===== src/rtl/axis_demux_pkg.sv =====
// Shared types and constants for the packet-aware 1:2 AXI-Stream demultiplexer.
package axis_demux_pkg;

    typedef enum logic {
        IDLE  = 1'b0,
        ROUTE = 1'b1
    } demux_state_t;

    localparam logic ROUTE_M1 = 1'b1;
    localparam logic ROUTE_M2 = 1'b0;

endpackage


===== src/rtl/axis_demux_1_2_slice.sv =====
// Two-entry AXI-Stream register slice: the main register drives the output and
// the skid register catches one beat when the downstream ready drops.
module axis_reg_slice #(
    parameter int DW = 8
) (
    input  logic          clk,
    input  logic          rst,
    input  logic [DW-1:0] in_tdata,
    input  logic          in_tvalid,
    input  logic          in_tlast,
    output logic          in_tready,
    output logic [DW-1:0] out_tdata,
    output logic          out_tvalid,
    output logic          out_tlast,
    input  logic          out_tready
);

    logic [DW-1:0] main_data_q, main_data_d;
    logic          main_last_q, main_last_d;
    logic          main_valid_q, main_valid_d;
    logic [DW-1:0] skid_data_q, skid_data_d;
    logic          skid_last_q, skid_last_d;
    logic          skid_valid_q, skid_valid_d;
    logic          push;

    always_comb begin
        in_tready    = ~skid_valid_q;
        push         = in_tvalid & ~skid_valid_q;
        main_data_d  = main_data_q;
        main_last_d  = main_last_q;
        main_valid_d = main_valid_q;
        skid_data_d  = skid_data_q;
        skid_last_d  = skid_last_q;
        skid_valid_d = skid_valid_q;
        if (~main_valid_q | out_tready) begin
            // Main register is free this cycle; drain the skid first to keep order.
            if (skid_valid_q) begin
                main_data_d  = skid_data_q;
                main_last_d  = skid_last_q;
                main_valid_d = 1'b1;
                skid_valid_d = 1'b0;
            end else begin
                main_valid_d = push;
                if (push) begin
                    main_data_d = in_tdata;
                    main_last_d = in_tlast;
                end
            end
        end else if (push) begin
            skid_data_d  = in_tdata;
            skid_last_d  = in_tlast;
            skid_valid_d = 1'b1;
        end
    end

    always_ff @(posedge clk) begin
        if (rst) begin
            main_data_q  <= '0;
            main_last_q  <= 1'b0;
            main_valid_q <= 1'b0;
            skid_data_q  <= '0;
            skid_last_q  <= 1'b0;
            skid_valid_q <= 1'b0;
        end else begin
            main_data_q  <= main_data_d;
            main_last_q  <= main_last_d;
            main_valid_q <= main_valid_d;
            skid_data_q  <= skid_data_d;
            skid_last_q  <= skid_last_d;
            skid_valid_q <= skid_valid_d;
        end
    end

    assign out_tdata  = main_data_q;
    assign out_tvalid = main_valid_q;
    assign out_tlast  = main_last_q;

endmodule


===== src/rtl/axis_demux_1_2.sv =====
// Packet-aware 1:2 AXI-Stream demux; whole packets go to m1 (sel=1) or m2 (sel=0).
// Optional per-output packet counters are enabled with AXIS_DEMUX_PKT_CNT_EN.
//
// state | meaning
// IDLE  | between packets; live sel routes the current beat
// ROUTE | mid-packet; latched route is used until tlast is accepted
module axis_demux_1_2
    import axis_demux_pkg::*;
#(
    parameter int DW = 8
`ifdef AXIS_DEMUX_PKT_CNT_EN
    , parameter int CW = 16
`endif
) (
    input  logic          clk,
    input  logic          rst,
    input  logic          sel,
    input  logic [DW-1:0] s_tdata,
    input  logic          s_tvalid,
    input  logic          s_tlast,
    output logic          s_tready,
    output logic [DW-1:0] m1_tdata,
    output logic          m1_tvalid,
    output logic          m1_tlast,
    input  logic          m1_tready,
    output logic [DW-1:0] m2_tdata,
    output logic          m2_tvalid,
    output logic          m2_tlast,
    input  logic          m2_tready
`ifdef AXIS_DEMUX_PKT_CNT_EN
    ,
    output logic [CW-1:0] m1_pkt_cnt,
    output logic [CW-1:0] m2_pkt_cnt
`endif
);

    demux_state_t state_q, state_d;
    logic         route_q, route_d;
    logic         route_sel;
    logic         accept;
    logic         m1_push, m2_push;
    logic         m1_in_ready, m2_in_ready;

    always_comb begin
        route_sel = (state_q == IDLE) ? sel : route_q;
        s_tready  = ~rst & ((route_sel == ROUTE_M1) ? m1_in_ready : m2_in_ready);
        accept    = s_tvalid & s_tready;
        m1_push   = accept & (route_sel == ROUTE_M1);
        m2_push   = accept & (route_sel == ROUTE_M2);
        state_d   = state_q;
        route_d   = route_q;
        case (state_q)
            IDLE: begin
                if (accept & ~s_tlast) begin
                    state_d = ROUTE;
                    route_d = sel;
                end
            end
            ROUTE: begin
                if (accept & s_tlast) begin
                    state_d = IDLE;
                end
            end
            default: state_d = IDLE;
        endcase
    end

    always_ff @(posedge clk) begin
        if (rst) begin
            state_q <= IDLE;
            route_q <= ROUTE_M2;
        end else begin
            state_q <= state_d;
            route_q <= route_d;
        end
    end

    axis_reg_slice #(.DW(DW)) u_slice_m1 (
        .clk        (clk),
        .rst        (rst),
        .in_tdata   (s_tdata),
        .in_tvalid  (m1_push),
        .in_tlast   (s_tlast),
        .in_tready  (m1_in_ready),
        .out_tdata  (m1_tdata),
        .out_tvalid (m1_tvalid),
        .out_tlast  (m1_tlast),
        .out_tready (m1_tready)
    );

    axis_reg_slice #(.DW(DW)) u_slice_m2 (
        .clk        (clk),
        .rst        (rst),
        .in_tdata   (s_tdata),
        .in_tvalid  (m2_push),
        .in_tlast   (s_tlast),
        .in_tready  (m2_in_ready),
        .out_tdata  (m2_tdata),
        .out_tvalid (m2_tvalid),
        .out_tlast  (m2_tlast),
        .out_tready (m2_tready)
    );

`ifdef AXIS_DEMUX_PKT_CNT_EN
    logic [CW-1:0] m1_cnt_q, m1_cnt_d;
    logic [CW-1:0] m2_cnt_q, m2_cnt_d;

    always_comb begin
        m1_cnt_d = m1_cnt_q + CW'(m1_tvalid & m1_tready & m1_tlast);
        m2_cnt_d = m2_cnt_q + CW'(m2_tvalid & m2_tready & m2_tlast);
    end

    always_ff @(posedge clk) begin
        if (rst) begin
            m1_cnt_q <= '0;
            m2_cnt_q <= '0;
        end else begin
            m1_cnt_q <= m1_cnt_d;
            m2_cnt_q <= m2_cnt_d;
        end
    end

    assign m1_pkt_cnt = m1_cnt_q;
    assign m2_pkt_cnt = m2_cnt_q;
`endif

endmodule


===== config.mk =====
export PLATFORM = sky130hd
export DESIGN_NAME = axis_demux_1_2
export DESIGN_NICKNAME = d
export VERILOG_FILES = /design/src/rtl/axis_demux_pkg.sv /design/src/rtl/axis_demux_1_2_slice.sv /design/src/rtl/axis_demux_1_2.sv
export SDC_FILE = /design/constraint.sdc
export NUM_CORES = 1
export LEC_CHECK = 0
export BUFFER_PORTS_ARGS = -buffer_cell sky130_fd_sc_hd__buf_2
export CORE_ASPECT_RATIO = 0.7
export CORE_UTILIZATION = 50
export CTS_CLUSTER_SIZE = 20
export DETAILED_ROUTE_END_ITERATION = 7
export GPL_ROUTABILITY_DRIVEN = 0
export HOLD_SLACK_MARGIN = 0.02
export PLACE_DENSITY = 0.79
export SLEW_MARGIN = 40
export SYNTH_ARGS = -nofsm -noshare
export SYNTH_HDL_FRONTEND = slang
export SYNTH_HIERARCHICAL = 1
export SYNTH_SLANG_ARGS = --single-unit

===== constraint.sdc =====
create_clock -name clk -period 2.2 [get_ports clk]
set_input_delay 0 -clock clk [delete_from_list [all_inputs] [get_ports clk]]
set_output_delay 0 -clock clk [all_outputs]
set_load 0.02 [all_outputs]

==> impl_metrics.json <==
{
  "grt_antenna_before_repair": 0,
  "critPathMaxFanout": 10,
  "postSynthAreaPerCell_um2": 9.50,
  "leakagePower_nw": 0.802,
  "fin_setup_tns_ns": 0,
  "criticalPathCategory": "flip-flop to flip-flop",
  "dr_total_vias": 1509,
  "overall_die_height_um": 53.3,
  "timing.critical_path.cells": "mux2i_2 -> and4b_2 -> or2_1 -> and2_4 -> a211oi_2",
  "die_w_um": 75.3,
  "crit_slowest_cell": "sky130_fd_sc_hd__dfxtp_1",
  "synth-adder-area-share_pct": 0,
  "synthesized_instance_count": 198,
  "core-area_um2": 3560,
  "cts_repair_resize_count": 0,
  "synth_cell_types": 21,
  "h-tree-depth": 2,
  "floorplan.die_area_um2": 4020,
  "tritoncts": "built",
  "starting_utilization_of_the_core_area_pct": 52.9,
  "cts.reportedPaths.clkPinSlew_ns": 0.07,
  "detailedPlace.worstSlack_ns": 0.360,
  "fin_hold_viols": 0,
  "postSynthNetCount": 213,
  "maxSlewHeadroom_pct": 69.4,
  "status": "finished, final reports clean",
  "io_buffer_count": 35,
  "placementRows": 18,
  "postLayoutSetupSlackWorst_ns": 0.358,
  "pin_count": 36,
  "synth-compound-area-share_pct": 23.2,
  "timing.critical_path.required_ns": 2.38,
  "maxSlewViolCount": 0,
  "worst_ep_arrival_time_ns": 2.02,
  "vdd_drop_max_v": 0.000525,
  "synthSimpleGateAreaFrac_pct": 15.4,
  "combinational_family_with_the_most_area_after_synthesis": "compound AO/OA/AOI/OAI gates",
  "dpl.hpwl_mm": 2.56,
  "max-clock-path-buffers": 2,
  "layout_cells_sized_above_1_pct": 28.2,
  "timing.final.setup_violations": 0,
  "finalWirelength_mm": 3.71,
  "synth.area.mux_share_pct": 11.4,
  "rr_worst_depth": 5,
  "gr_util_all_layers_pct": 19.9,
  "post-route-period-util_pct": 83.7,
  "grt_start_max_net_pins": 30,
  "layout.cells.most_common": "sky130_fd_sc_hd__dfxtp_1",
  "max_slew.worst_pin.slew_ns": 0.459,
  "pwr_density_cell_nw_per_um2": 659,
  "post_synth_xor_area_fraction_pct": 0,
  "worst_hold_path_type": "primary input to flip-flop",
  "maximum_capacitance_violations": 0,
  "avgViaCountPerCell": 5.24,
  "critPathMaxStageDelay_ns": 0.38,
  "ys_ff_latch": 42,
  "insertion_delay_ns": 0.30,
  "timing.hold.worst_path_depth": 3,
  "synth.yosys.seq_area_share_pct": 44.7,
  "max_clock_freq_ghz": 0.543,
  "post_synth_instance_area_um2": 1880,
  "routedWlPerCell_um": 12.9,
  "antenna_cells": 0,
  "drt_iter0_markers": 67,
  "route.antenna.remaining_nets": 0,
  "rsz_0062_raised_after_global_routing": "no",
  "overflow": 0,
  "worst_setup_path_end_kind": "flip-flop",
  "clock_root_buffer": "sky130_fd_sc_hd__clkbuf_8",
  "vias_in_the_first_global_route": 1288,
  "cp-start-kind": "flip-flop",
  "nNetsFinal": 253,
  "fin_skew_ns": 0.00506,
  "clock_sinks": 42,
  "synthToLayoutAreaGrowth_pct": 18.7,
  "cts-buffers-inserted": 5,
  "drt_pass1_iterations": 4,
  "layout_min_cycle_time_ns": 1.84,
  "ys.warnings.count": 6,
  "grt_pass1_wl_mm": 5.77,
  "final_cell_mix": "sky130_fd_sc_hd__dfxtp_1 (42), sky130_fd_sc_hd__a21oi_1 (39), sky130_fd_sc_hd__nand2_1 (36), sky130_fd_sc_hd__buf_2 (35), sky130_fd_sc_hd__mux2i_1 (20)",
  "detail_route.drc_violations": 0
}
-- through the flow --
stage	instances	utilization [%]	hold slack (ns)	cell area (um2)	total power, mW
global route	288	62.8	0.179	2230	1.54
finish	288	62.8	0.159	2230	1.47
CTS	288	62.8	0.160	2230	1.49
global placement	271	57.8	0.264	2060	1.01
detailed placement	271	57.8	0.264	2060	1.02
floorplan	198	-	0.0728	1880	0.960
-- kinds of logic after synthesis --
| logic type | Yosys count |
|---|---|
| AO/OA/AOI/OAI | 59 |
| AND/OR/NAND/NOR | 58 |
| flip-flops | 42 |
| multiplexers | 21 |
| buffers and inverters | 18 |
-- layout make-up --
cell class / instances / area [um2]
Fill cell: 325 / 1330
Multi-Input combinational cell: 138 / 941
Sequential cell: 42 / 841
Timing Repair Buffer: 49 / 305
Clock buffer: 7 / 76.3
Tap cell: 50 / 62.6
Inverter: 2 / 7.51
-- worst max-delay path: cells and delay by family (launching register included) --
family	cells	cell delay, ns
flip-flops	1	0.38
AND/OR/NAND/NOR	3	0.92
multiplexers	1	0.34
AO/OA/AOI/OAI	1	0.08
-- path summary, 6_finish.rpt --
kind	end	start	slack, ns
worst min-delay path	u_slice_m2/out_tlast	rst	0.16
worst max-delay path	u_slice_m2/out_tdata[1]	flip-flop	0.36
worst min register to register	u_slice_m1/skid_data_q[7]	u_slice_m1/skid_data_q[7]	0.46
worst max register to register	u_slice_m2/out_tdata[1]	flip-flop	0.36
-- registers in the layout, summed over array words and instances, names as in the netlist, named ones only --
| register | cells |
|---|---|
| u_slice_m1/skid_valid_q | 1 |
| u_slice_m1/out_tdata | 8 |
| u_slice_m2/skid_valid_q | 1 |
| u_slice_m1/out_tvalid | 1 |
| u_slice_m2/out_tdata | 8 |
| u_slice_m2/out_tvalid | 1 |
| u_slice_m1/out_tlast | 1 |
| route_q | 1 |
| u_slice_m1/skid_last_q | 1 |
| u_slice_m1/skid_data_q | 8 |
| u_slice_m2/out_tlast | 1 |
| u_slice_m2/skid_last_q | 1 |
| u_slice_m2/skid_data_q | 8 |
-- report_power, final --
group          switching, mW  internal [mW]  total (mW)
Combinational          0.123         0.0868       0.210
Sequential            0.0142          0.787       0.801
Clock                  0.242          0.218       0.460
Total                  0.380           1.09        1.47
-- synthesized netlist by cell type --
cell / instances / area [um2]
sky130_fd_sc_hd__nand2_1: 36 / 135
sky130_fd_sc_hd__clkbuf_1: 10 / 37.5
sky130_fd_sc_hd__a211oi_1: 1 / 7.51
sky130_fd_sc_hd__and4b_2: 1 / 11.3
sky130_fd_sc_hd__a21oi_1: 39 / 195
sky130_fd_sc_hd__and2_4: 2 / 17.5
sky130_fd_sc_hd__a211oi_2: 18 / 225
sky130_fd_sc_hd__a31o_2: 1 / 8.76
sky130_fd_sc_hd__nand2b_1: 3 / 18.8
sky130_fd_sc_hd__nand3b_1: 2 / 15.0
sky130_fd_sc_hd__nor2_1: 6 / 22.5
sky130_fd_sc_hd__or2_1: 2 / 12.5
sky130_fd_sc_hd__nor3_1: 2 / 10.0
sky130_fd_sc_hd__nand4bb_1: 2 / 22.5
sky130_fd_sc_hd__and4bb_1: 2 / 25.0
sky130_fd_sc_hd__dfxtp_1: 42 / 841
sky130_fd_sc_hd__buf_6: 4 / 45.0
sky130_fd_sc_hd__inv_1: 2 / 7.51
sky130_fd_sc_hd__mux2i_2: 1 / 13.8
sky130_fd_sc_hd__mux2i_1: 20 / 200
sky130_fd_sc_hd__buf_2: 2 / 10.0
-- timing repair --
action | 4_1_cts | 5_1_grt
hold buffers | 10 | 0
endpoints found under the hold margin | 20 | 0
setup buffers | 0 | 0
-- routing by layer --
metal | vias to the layer above | global-route usage [%] | share of wire, %
met5 | - | 0 | 0
met3 | 4 | 7.43 | 5.4
met2 | 32 | 29.0 | 43
met1 | 693 | 26.9 | 51
li1 | 780 | - | -
met4 | 0 | 6.48 | 0.92
Power figures use the tool's default switching activity.
